==> src/rtl/inst_loader_enc_pkg.sv <==
// Shared types and constants for the RV32I instruction loader/encoder.
package inst_loader_enc_pkg;

  localparam int FMT_W  = 3;
  localparam int OPC_W  = 7;
  localparam int REG_W  = 5;
  localparam int F3_W   = 3;
  localparam int F7_W   = 7;
  localparam int IMM_W  = 32;
  localparam int INST_W = 32;

  typedef enum logic [FMT_W-1:0] {
    FMT_R = 3'd0,
    FMT_I = 3'd1,
    FMT_S = 3'd2,
    FMT_B = 3'd3,
    FMT_U = 3'd4,
    FMT_J = 3'd5
  } fmt_e;

  localparam logic [OPC_W-1:0] OPC_LOAD   = 7'h03;
  localparam logic [OPC_W-1:0] OPC_OP_IMM = 7'h13;
  localparam logic [OPC_W-1:0] OPC_AUIPC  = 7'h17;
  localparam logic [OPC_W-1:0] OPC_STORE  = 7'h23;
  localparam logic [OPC_W-1:0] OPC_OP     = 7'h33;
  localparam logic [OPC_W-1:0] OPC_LUI    = 7'h37;
  localparam logic [OPC_W-1:0] OPC_BRANCH = 7'h63;
  localparam logic [OPC_W-1:0] OPC_JALR   = 7'h67;
  localparam logic [OPC_W-1:0] OPC_JAL    = 7'h6F;

  typedef enum logic [1:0] {
    ST_IDLE = 2'd0,
    ST_LOAD = 2'd1,
    ST_DONE = 2'd2
  } state_e;

endpackage

==> src/rtl/inst_enc.sv <==
// Combinational RV32I packer: field bundle + format -> 32-bit instruction word.
module inst_enc
  import inst_loader_enc_pkg::*;
(
  input  logic [FMT_W-1:0]  fmt_i,
  input  logic [OPC_W-1:0]  opcode_i,
  input  logic [REG_W-1:0]  rd_i,
  input  logic [F3_W-1:0]   funct3_i,
  input  logic [REG_W-1:0]  rs1_i,
  input  logic [REG_W-1:0]  rs2_i,
  input  logic [F7_W-1:0]   funct7_i,
  input  logic [IMM_W-1:0]  imm_i,
  output logic [INST_W-1:0] word_o,
  output logic              illegal_o
);

  always_comb begin
    word_o    = '0;
    illegal_o = 1'b0;
    case (fmt_e'(fmt_i))
      FMT_R: word_o = {funct7_i, rs2_i, rs1_i, funct3_i, rd_i, opcode_i};
      FMT_I: word_o = {imm_i[11:0], rs1_i, funct3_i, rd_i, opcode_i};
      FMT_S: word_o = {imm_i[11:5], rs2_i, rs1_i, funct3_i, imm_i[4:0], opcode_i};
      FMT_B: word_o = {imm_i[12], imm_i[10:5], rs2_i, rs1_i, funct3_i,
                       imm_i[4:1], imm_i[11], opcode_i};
      FMT_U: word_o = {imm_i[31:12], rd_i, opcode_i};
      FMT_J: word_o = {imm_i[20], imm_i[10:1], imm_i[11], imm_i[19:12], rd_i, opcode_i};
      default: illegal_o = 1'b1;
    endcase
  end

endmodule

==> src/rtl/inst_loader_enc.sv <==
// Program loader: encodes field bundles and streams the words into instruction
// memory at consecutive addresses through a one-entry output register.
module inst_loader_enc
  import inst_loader_enc_pkg::*;
#(
  parameter int ADDR_W = 8,
  parameter int DEPTH  = 256
) (
  input  logic              clk,
  input  logic              rst_n,
  input  logic              start,
  input  logic [ADDR_W-1:0] base_addr,
  input  logic              in_valid,
  output logic              in_ready,
  input  logic [FMT_W-1:0]  in_fmt,
  input  logic [OPC_W-1:0]  in_opcode,
  input  logic [REG_W-1:0]  in_rd,
  input  logic [F3_W-1:0]   in_funct3,
  input  logic [REG_W-1:0]  in_rs1,
  input  logic [REG_W-1:0]  in_rs2,
  input  logic [F7_W-1:0]   in_funct7,
  input  logic [IMM_W-1:0]  in_imm,
  input  logic              in_last,
  output logic              mem_we,
  output logic [ADDR_W-1:0] mem_addr,
  output logic [INST_W-1:0] mem_wdata,
  input  logic              mem_ready,
  output logic              busy,
  output logic              done,
  output logic              err,
  output logic [ADDR_W:0]   count
);

  localparam logic [ADDR_W:0] DEPTH_C = (ADDR_W+1)'(DEPTH);

  state_e              state_q, state_d;
  logic [ADDR_W-1:0]   addr_q, addr_d;
  logic [INST_W-1:0]   wdata_q, wdata_d;
  logic                we_q, we_d;
  logic                err_q, err_d;
  logic                last_q, last_d;
  logic [ADDR_W:0]     count_q, count_d;

  logic [INST_W-1:0]   enc_word;
  logic                enc_illegal;
  logic [ADDR_W:0]     count_pend;
  logic                wr_hs, drain_ok, end_cond, accept;

  inst_enc u_enc (
    .fmt_i     (in_fmt),
    .opcode_i  (in_opcode),
    .rd_i      (in_rd),
    .funct3_i  (in_funct3),
    .rs1_i     (in_rs1),
    .rs2_i     (in_rs2),
    .funct7_i  (in_funct7),
    .imm_i     (in_imm),
    .word_o    (enc_word),
    .illegal_o (enc_illegal)
  );

  // Words written plus the one sitting in the output register.
  assign count_pend = count_q + {{ADDR_W{1'b0}}, we_q};
  assign wr_hs      = we_q & mem_ready;
  assign drain_ok   = ~we_q | mem_ready;
  assign end_cond   = last_q | (count_pend == DEPTH_C);
  assign in_ready   = (state_q == ST_LOAD) & ~end_cond & drain_ok;
  assign accept     = in_valid & in_ready;

  always_comb begin
    state_d = state_q;
    addr_d  = addr_q;
    wdata_d = wdata_q;
    we_d    = we_q;
    err_d   = err_q;
    last_d  = last_q;
    count_d = count_q;
    case (state_q)
      ST_IDLE, ST_DONE: begin
        if (start) begin
          state_d = ST_LOAD;
          addr_d  = base_addr;
          count_d = '0;
          err_d   = 1'b0;
          last_d  = 1'b0;
          we_d    = 1'b0;
        end
      end
      ST_LOAD: begin
        if (wr_hs) begin
          we_d    = 1'b0;
          count_d = count_q + (ADDR_W+1)'(1);
          addr_d  = addr_q + ADDR_W'(1);
        end
        if (accept) begin
          last_d = in_last;
          if (enc_illegal) begin
            err_d = 1'b1;
          end else begin
            we_d    = 1'b1;
            wdata_d = enc_word;
          end
        end
        // Nothing can be accepted once end_cond holds, so draining ends the session.
        if (end_cond && drain_ok) state_d = ST_DONE;
      end
      default: state_d = ST_IDLE;
    endcase
  end

  always_ff @(posedge clk or negedge rst_n) begin
    if (!rst_n) begin
      state_q <= ST_IDLE;
      addr_q  <= '0;
      wdata_q <= '0;
      we_q    <= 1'b0;
      err_q   <= 1'b0;
      last_q  <= 1'b0;
      count_q <= '0;
    end else begin
      state_q <= state_d;
      addr_q  <= addr_d;
      wdata_q <= wdata_d;
      we_q    <= we_d;
      err_q   <= err_d;
      last_q  <= last_d;
      count_q <= count_d;
    end
  end

  assign mem_we    = we_q;
  assign mem_addr  = addr_q;
  assign mem_wdata = wdata_q;
  assign busy      = (state_q == ST_LOAD);
  assign done      = (state_q == ST_DONE);
  assign err       = err_q;
  assign count     = count_q;

endmodule

==> config.mk <==
export PLATFORM = sky130hd
export DESIGN_NAME = inst_loader_enc
export DESIGN_NICKNAME = d
export VERILOG_FILES = /design/src/rtl/inst_loader_enc_pkg.sv /design/src/rtl/inst_enc.sv /design/src/rtl/inst_loader_enc.sv
export SDC_FILE = /design/constraint.sdc
export NUM_CORES = 1
export LEC_CHECK = 0
export ABC_AREA = 0
export CAP_MARGIN = 5
export CORE_MARGIN = 5
export CORE_UTILIZATION = 45
export CTS_CLUSTER_DIAMETER = 50
export CTS_CLUSTER_SIZE = 16
export DETAILED_ROUTE_END_ITERATION = 10
export HOLD_SLACK_MARGIN = 0.03
export PLACE_DENSITY_LB_ADDON = 0.1
export SLEW_MARGIN = 20
export SYNTH_ARGS = -nofsm -noshare
export SYNTH_HDL_FRONTEND = slang
export SYNTH_SLANG_ARGS = --single-unit
==> constraint.sdc <==
create_clock -name clk -period 8.9 [get_ports clk]
set_clock_uncertainty 0.2 [all_clocks]
set_input_delay 2.225 -clock clk [delete_from_list [all_inputs] [get_ports clk]]
set_output_delay 2.225 -clock clk [all_outputs]
set_load 0.02 [all_outputs]
==> flow_summary.toml <==
[cts]
post_cts_resized = 0
insertion_delay_ns = 0.30
clk_path_buf_depth = 2
clk_pin_slew_ns = 0.09
cts_setup_buffers = 0
cts_max_level = 2
cts_tree = "built"
cts_root_buf = "clkbuf_8"
holdBufCountCts = 0
clock-sinks = 54
cts_buffers = 5

[global_routing]
antenna_found_initial = 0
grt_pass1_wl_um = 13600
grt_pass1_vias = 2781
grt_max_degree = 55
grtUsageTotal = 0.194
overflow = 0

[sta]
period_share = 0.683
setup_tns_ns = 0
setup_viol = 0
fin_ws_ns = 2.82
worst_slew_pin_slew_ns = 0.896
grt_setup_unrepaired = "false"
hold_violations = 0
slew_headroom = 0.401
period_needed_ns = 6.08
drv_slew = 0
max_freq_mhz = 165

[placement]
hpwl_um = 6420
pre_cts_slack_ns = 2.84
gp_congestion = 0.899
portBuffers = 134

[yosys]
synth_area_leaders = "dfrtp_1, mux2_4, nand2_1"
synth_warnings = 0
yosys.area.top_type_share = 0.428
synthesis.area_um2 = 3150
synth_edf_count = 0
synth_compound_area_frac = 0.142
ys_types = 42
netlist.top_cell.by_area = "dfrtp_1"
synthMuxAreaShare = 0.188
synth_top_family_by_area = "multiplexers"
synth_nets = 397
seq_area_frac_synth = 0.428
synth_seq_cells = 54
yosys.area_share.simple = 0.156
synth_xor_area_frac = 0.0250
synth_fa_ha_area_frac = 0.0159
synth_cells = 312
synthArstFlopShare = 1.00
syn_area_per_cell_um2 = 10.1
synthFlopType = "dfrtp_1"

[run_status]
status = "finished, final reports clean"

[setup_path]
r2r_cells = 9
worstPathRequired_ns = 6.48
rr_startpoint = "mem_we"
max_stage_delay_ns = 0.63
reg2reg_to = "mem_wdata[15]"
endpoint_kind = "primary output"
cp_slowest_cell = "clkdlybuf4s50_1"
path_cells = "clkdlybuf4s50_1, nor2b_1, nor3_1, clkdlybuf4s50_1"
critPathKind = "primary input to primary output"
worstSetupStartpointType = "primary input"
cpMostUsedCell = "clkdlybuf4s50_1"
r2r_slack_ns = 5.77
worstPathArrival_ns = 3.65
cp_max_fo = 4

[floorplan]
core_um2 = 6790
start_util = 0.464
io_pins = 135
die_w_um = 93.7
die-area_um2 = 8780
fp-row-count = 30
die_h_um = 93.7

[drt]
dr.pass1.iters = 5
wire_per_inst_um = 15.6
viasPerCell = 5.11
wl_um = 8400
drc = 0
via_count = 2743
postRouteAntennaNets = 0
drt_iter0_markers = 112

[pwr]
p_leak_nw = 1.98
power.density_nw_per_um2 = 270
ir_worst_vdd_v = 0.000137
total_power_mw = 1.25

[finish]
n_antenna_cell = 0
final_core_util = 0.681
area.growth.synth_to_final_pct = 46.7
final_nets = 525
drive_above_1_share = 0.125

[hold_path]
hp-class = "flip-flop to flip-flop"
worstHoldPathCells = 1
hold_start = "mem_wdata[13]"
hold-path-endpoint = "mem_wdata[13]"

[job]
drv_cap = 0
## synthesized netlist by cell type (2+ instances only)
| master | n |
|---|---|
| xnor2_1 | 4 |
| nand2_1 | 40 |
| nor2b_1 | 4 |
| nand3_1 | 12 |
| nand2b_1 | 2 |
| xor2_1 | 5 |
| buf_1 | 2 |
| nand4_1 | 3 |
| inv_1 | 13 |
| mux2i_1 | 9 |
| a22oi_1 | 5 |
| and4_4 | 2 |
| mux2_2 | 6 |
| a22o_1 | 6 |
| dfrtp_1 | 54 |
| nor3_1 | 2 |
| and3_1 | 2 |
| o21ai_0 | 29 |
| ha_1 | 4 |
| nor2_1 | 28 |
| clkbuf_1 | 8 |
| mux2_4 | 29 |
| o22ai_1 | 3 |
| a32oi_1 | 3 |
| buf_6 | 4 |
| a21oi_1 | 17 |
## final cells by class
class | count | area (um^2)
fillers | 564 | 2170
multi-input cells | 230 | 1660
flip-flops and latches | 54 | 1350
repair buffers | 136 | 1350
well taps | 96 | 120
clock buffers | 7 | 86.3
inverters | 13 | 48.8
clock inverters | 1 | 5.00
## per-layer routing
layer	vias to the layer above	global-route usage	routed length (um)
met5	-	0	0
met4	0	0.0686	151
met3	13	0.0641	763
met2	101	0.306	3920
met1	1275	0.248	3570
li1	1354	-	-
## layout by cell type, fill, tap and decap left out, types with 5 or more instances in the layout
cell             instances
mux2_4                  29
nor2_1                  28
a21oi_1                 17
dfrtp_1                 54
nand2_1                 40
clkbuf_8                 6
a22o_1                   6
o21ai_0                 29
clkdlybuf4s50_1        133
inv_1                   13
mux2_2                   6
xor2_1                   5
mux2i_1                  9
a22oi_1                  5
nand3_1                 12
## flip-flops by register name, indices dropped and copies added, names as in the netlist
signal,count
last_q,1
mem_addr,8
mem_wdata,32
state_q,2
mem_we,1
count,9
err,1
## worst max-delay path by stage
| stage | start | end | cells after the start |
|---|---|---|---|
| after floorplan | mem_ready | in_ready | 2 |
| after CTS | mem_ready | in_ready | 4 |
| after global placement | mem_ready | in_ready | 4 |
| after global routing | mem_ready | in_ready | 4 |
| final | mem_ready | in_ready | 4 |
| after detailed placement | mem_ready | in_ready | 4 |
## critical path, delay by kind of cell
kind,cells,cell delay (ns)
simple gates,2,0.27
buf+inv,2,1.16
## power by group
group	switching, mW	internal [mW]
sequential	0.0782	0.344
combinational	0.327	0.361
clock	0.0780	0.0630
total	0.483	0.768
## cells by family after synthesis
kind of cell	after synthesis
simple gates	102
compound gates	71
mux	44
xor+xnor	9
fa+ha+maj	4
buf+inv	28
flops	54
## through the flow
step                area (um^2)  cells  hold WS, ns
floorplan                  3150    312        0.323
global placement           4540    529        0.284
detailed placement         4540    529        0.295
CTS                        4630    537        0.316
global route               4630    537        0.329
finish                     4630    537        0.312
No activity file was read; power rests on OpenSTA's default activity.
